**src/rtl/write_aligner.sv**
```systemverilog
// write_aligner: packs an unaligned little-endian byte stream into word-aligned
// 32-bit write beats with byte strobes and aligned addresses.
module write_aligner (
  input  logic        clk,
  input  logic        rst,
  input  logic        start,
  input  logic [31:0] address,
  input  logic [4:0]  length,
  input  logic        in_valid,
  output logic        in_ready,
  input  logic [31:0] in_data,
  output logic        out_valid,
  input  logic        out_ready,
  output logic [31:0] out_data,
  output logic [3:0]  out_strb,
  output logic [31:0] out_addr,
  output logic        busy,
  output logic        done
);

  // state | meaning
  // IDLE  | waiting for start
  // RUN   | accepting source words and emitting aligned beats
  // DONE  | one-cycle done pulse, then back to IDLE

  typedef enum logic [1:0] {IDLE = 2'd0, RUN = 2'd1, DONE = 2'd2} state_t;
  state_t state, state_nxt;

  logic [1:0]  off;
  logic [31:0] base;
  logic [3:0]  out_words;
  logic [3:0]  in_words;
  logic [3:0]  ld_cnt;
  logic [3:0]  out_cnt;
  logic [1:0]  last_lane;
  logic [31:0] carry;

  logic [5:0]  tot;
  logic        slot_free;
  logic        accept;
  logic        flush;
  logic        load;
  logic        out_hs;
  logic        last_hs;
  logic [31:0] beat_data;
  logic [3:0]  beat_strb;

  assign tot       = {4'd0, address[1:0]} + {1'b0, length};
  assign slot_free = !out_valid || out_ready;
  assign accept    = in_valid && in_ready;
  // trailing beat made only of carried bytes once all input words are in
  assign flush     = (state == RUN) && (ld_cnt == in_words) && (ld_cnt < out_words) && slot_free;
  assign load      = accept || flush;
  assign out_hs    = out_valid && out_ready;
  assign last_hs   = out_hs && (out_cnt == out_words - 4'd1);

  always_ff @(posedge clk or posedge rst) begin
    if (rst) begin
      state <= IDLE;
    end else begin
      state <= state_nxt;
    end
  end

  always_comb begin
    state_nxt = state;
    case (state)
      IDLE: begin
        if (start) begin
          state_nxt = (length != 5'd0) ? RUN : DONE;
        end
      end
      RUN: begin
        if (last_hs) begin
          state_nxt = DONE;
        end
      end
      DONE:    state_nxt = IDLE;
      default: state_nxt = IDLE;
    endcase
  end

  always_comb begin
    busy     = (state == RUN);
    done     = (state == DONE);
    in_ready = (state == RUN) && (ld_cnt < in_words) && slot_free;
  end

  // beat k = ld_cnt; masked lanes are forced to zero
  always_comb begin
    int off_i;
    off_i     = int'(off);
    beat_strb = 4'hF;
    if (ld_cnt == 4'd0) begin
      beat_strb = beat_strb & (4'hF << off);
    end
    if (ld_cnt == out_words - 4'd1) begin
      beat_strb = beat_strb & (4'hF >> (2'd3 - last_lane));
    end
    beat_data = '0;
    for (int j = 0; j < 4; j++) begin
      if (beat_strb[j]) begin
        if (j >= off_i) begin
          if (!flush) begin
            beat_data[8*j +: 8] = in_data[8*(j-off_i) +: 8];
          end
        end else begin
          beat_data[8*j +: 8] = carry[8*(4-off_i+j) +: 8];
        end
      end
    end
  end

  always_ff @(posedge clk or posedge rst) begin
    if (rst) begin
      off       <= '0;
      base      <= '0;
      out_words <= '0;
      in_words  <= '0;
      last_lane <= '0;
      ld_cnt    <= '0;
      out_cnt   <= '0;
      carry     <= '0;
      out_valid <= 1'b0;
      out_data  <= '0;
      out_strb  <= '0;
      out_addr  <= '0;
    end else begin
      if ((state == IDLE) && start) begin
        off       <= address[1:0];
        base      <= {address[31:2], 2'b00};
        out_words <= tot[5:2] + {3'd0, |tot[1:0]};
        in_words  <= {1'b0, length[4:2]} + {3'd0, |length[1:0]};
        last_lane <= tot[1:0] - 2'd1;
        ld_cnt    <= '0;
        out_cnt   <= '0;
        carry     <= '0;
      end
      if (accept) begin
        carry <= in_data;
      end
      if (load) begin
        out_valid <= 1'b1;
        out_data  <= beat_data;
        out_strb  <= beat_strb;
        out_addr  <= base + {26'd0, ld_cnt, 2'b00};
        ld_cnt    <= ld_cnt + 4'd1;
      end else if (out_hs) begin
        out_valid <= 1'b0;
      end
      if (out_hs) begin
        out_cnt <= out_cnt + 4'd1;
      end
    end
  end

endmodule

```
**config.mk**
```make
export PLATFORM = sky130hd
export DESIGN_NAME = write_aligner
export DESIGN_NICKNAME = d
export VERILOG_FILES = /design/src/rtl/write_aligner.sv
export SDC_FILE = /design/constraint.sdc
export NUM_CORES = 1
export LEC_CHECK = 0
export CAP_MARGIN = 20
export CORE_UTILIZATION = 32
export DETAILED_ROUTE_END_ITERATION = 10
export SLEW_MARGIN = 30
export SYNTH_ARGS = -nofsm -noshare
export SYNTH_HDL_FRONTEND = slang
export SYNTH_SLANG_ARGS = --single-unit
```
**constraint.sdc**
```tcl
create_clock -name clk -period 7.4 [get_ports clk]
set_clock_uncertainty 0.2 [all_clocks]
set_input_delay 1.85 -clock clk [delete_from_list [all_inputs] [get_ports clk]]
set_output_delay 1.85 -clock clk [all_outputs]
set_load 0.02 [all_outputs]
```
==> results.txt <==
After detailed routing, the number of vias per cell comes to 5.19. The clock net sink count is 151. The highest attainable clock frequency is 0.173 GHz. Counting flops with an async set or reset pin after synthesis yields a share of 100%.

The area taken by flip-flops and latches came out at 0.00378 mm^2. The core footprint is 0.0269 mm^2. The cell area after synthesis is 0.00872 mm^2. The clock share of power is 16.5%. The logic gate share of total power is 55.0%.

The final setup violation count is 0. The flow ran to the end, and the final reports show no timing, DRC or antenna violations. The worst setup path is of the primary input to primary output kind. The post-detailed-placement half-perimeter wirelength came out at 16.6 mm.

The sequential fraction of design power is 28.5%. The final net count came out at 1118. The count of boundary I/O pins is 146. The headroom to the max-slew limit came out at 39.9%. The all-layer global routing usage is 17.8%. The total vias in the final route is 7095. The ratio of cells with drive above 1 in the final layout is 9.44%. The yosys synthesis warning count is 0. The detailed router's first-iteration violation count is 465.

The final hold slack is 287 ps. The register bit total from synthesis is 151. After detailed routing, the average wire length per cell comes to 17.6 um. The quantity of hold-fixing buffers added after cts is 0. The internal power of the cells came out at 3.00 mW. The number of antenna-violating nets in the routed design came out at 0. After synthesis, flip-flops and latches occupy 43.3% of the total area.

The count of buffers inserted at the top-level ports is 143. The total leakage power is 4.77 nW. The number of detailed-route iterations in the first pass is 4. The height of the die came out at 167 um. The required time of the worst setup path is 5350 ps. For the worst-skew pair, the clock arrives at the later sink with an insertion delay of 430 ps. The worst setup path is launched from a primary input.

The total of fill cells in the finished design came out at 2637. The net load switching power is 2.40 mW. The final estimated routing congestion in global placement came out at 0.821. The number of antenna diodes in the final layout is 0. The number of buffers created by CTS came out at 17. STA classifies the critical path endpoint as a primary output. The instance area after placement came out at 0.0104 mm^2. The ratio of final minimum period to clock period is 78.0%. The footprint of the multi-input gates came out at 0.00453 mm^2.

The post-detailed-route DRC marker count came out at 0. The initial antenna violation count is 1. The finished layout cell area is 0.0110 mm^2.

The area enclosed by the die boundary came out at 0.0279 mm^2. The design draws 5.41 mW. The aggregate global routing overflow is 0. The data arrival time of the critical path is 3720 ps.

The overall routed net length is 24.0 mm. The average instance area after synthesis is 9.67 um^2. Entering global routing, the biggest net connects 105 pins. The die is 167 um wide. The final critical path time including I/O delays and setup came out at 5770 ps. The power density over cell area is 489 mW/mm^2.

The switching share of power is 44.4%. The number of hold violations in the final report came out at 0. The main flop type after synthesis is dfrtp_1. The maximum root-to-sink buffer count came out at 2.

The area growth from synthesis to final layout came out at 26.7%. The path class of the tightest hold or removal check is flop to flop. The maximum VDD drop is 0.291 mV. The standard-cell row count is 60. The cell count after synthesis came out at 902. The wire length of the first global-routing pass came out at 38.9 mm.

The final-layout setup total negative slack is 0 ps. After clock tree synthesis, the clock-pin slew on the worst setup and hold paths is 70 ps. The starting utilization of the core area is 32.4%. The number of synthesized flops with an enable pin is 0.

Once the clock tree was built, the setup fixing pass inserted 0 buffers. The number of different library cells used by synthesis comes to 58. The number of max-slew violations in the final report came to 0. The H-tree generated during clock tree synthesis spans 4 levels.

The actual slew at the worst max-slew pin is 900 ps. The number of maximum-capacitance violations is 0. TritonCTS built the clock tree. The highest fanout seen on the critical path is 5. The cell sitting at the root of the clock tree is a clkbuf_16.

The number of global-route vias before repair was 6941. The post-cts resize count is 0. Setup repair after global routing left no endpoint under its margin.
[area by class of cell]
class	count	area share, %
Tap cell	341	3.86
Inverter	44	1.68
Multi-Input combinational cell	645	41.0
Clock inverter	15	1.54
Sequential cell	151	34.2
Clock buffer	17	3.85
Timing Repair Buffer	155	13.8
[path summary, 6_finish.rpt]
check | startpoint | to | slack, ps | cells after the start
min reg2reg | out_strb[2]$_DFFE_PP0P_ | out_strb[2]$_DFFE_PP0P_ | 290 | 1
max reg2reg | off[0]$_DFFE_PP0P_ | out_data[18]$_DFFE_PP0P_ | 4000 | 7
max | out_ready | in_ready | 1630 | 5
min in group asynchronous | rst | out_data[20]$_DFFE_PP0P_ | 1730 | 2
max in group asynchronous | rst | base[7]$_DFFE_PP0P_ | 4040 | 3
min | out_strb[2]$_DFFE_PP0P_ | out_strb[2]$_DFFE_PP0P_ | 290 | 1
[metal layers]
layer / routed length (um) / track usage [%]
met1: 11100 / 24.5
met2: 11300 / 27.9
met4: 333 / 5.19
met5: 0 / 0
met3: 1350 / 4.09
[per-stage QoR]
step	worst slack, ps	cells	utilization, %
after floorplan	1290	903	-
after global placement	1620	1336	38.8
after detailed placement	1610	1336	38.9
after CTS	1590	1368	41.1
after global routing	1580	1368	41.1
final	1630	1368	41.1
[power by group through the flow]
stage               combinational [mW]  clock [mW]  sequential [mW]
floorplan                         1.92           0             1.65
global placement                  2.93           0             1.54
detailed placement                2.99           0             1.56
CTS                               3.00       0.910             1.54
global route                      3.28       0.941             1.59
finish                            2.97       0.892             1.54
[cells in the mapped netlist, drive strengths merged (6+ instances only)]
master	count	area (um^2)
nor3	7	56.3
clkbuf	33	124
xnor2	7	61.3
nand3	45	225
o32ai	17	149
a21o	6	45.0
o2bb2ai	16	140
dfrtp	151	3780
xor2	35	307
mux2i	16	160
nand4	19	119
buf	30	148
ha	28	350
nand2	193	727
mux4	32	721
a22o	33	289
inv	41	154
nor2b	13	81.3
a21oi	24	120
a211oi	9	67.6
o21ai	77	385
nor2	16	60.1
[flip-flops by register name, indices dropped and copies added, names as in the netlist]
signal     count
out_valid      1
last_lane      2
off            2
ld_cnt         4
out_data      32
carry         32
out_words      4
out_cnt        4
out_strb       4
in_words       4
out_addr      30
base          30
state          2
[kinds of logic (layout without fill, tap and decap cells)]
family	count (synthesis)	count (layout)	synth area share [%]
compound gates	194	194	15.0
xor+xnor	43	43	4.48
fa+ha+maj	30	30	4.48
buf+inv	107	231	5.15
flops	151	151	43.3
mux	51	51	10.5
other cells	1	2	0.0430
simple gates	325	325	17.1
[cell usage in the layout (no fill, tap or decap), types with 5 or more instances in the layout]
master,instances
nor2b_1,13
a21o_1,6
inv_6,6
and2_1,5
clkdlybuf4s50_1,143
clkbuf_16,17
and3_1,5
ha_1,28
nand2_1,192
a211oi_1,9
inv_1,40
buf_4,11
dfrtp_1,150
inv_8,6
nor2_1,15
mux4_2,32
xor2_1,35
nand3_1,45
o32ai_1,17
o2bb2ai_1,16
mux2i_1,16
a22o_1,33
xnor2_1,7
a21oi_1,23
o21ai_0,73
nand4_1,19
[worst max-delay path, cell delays in order]
cell and delay [ps]:
clkdlybuf4s50_1 520, nand2b_1 190, nand2_1 170, nor3b_1 320, clkdlybuf4s50_1 660
No activity file was read; power rests on OpenSTA's default activity.
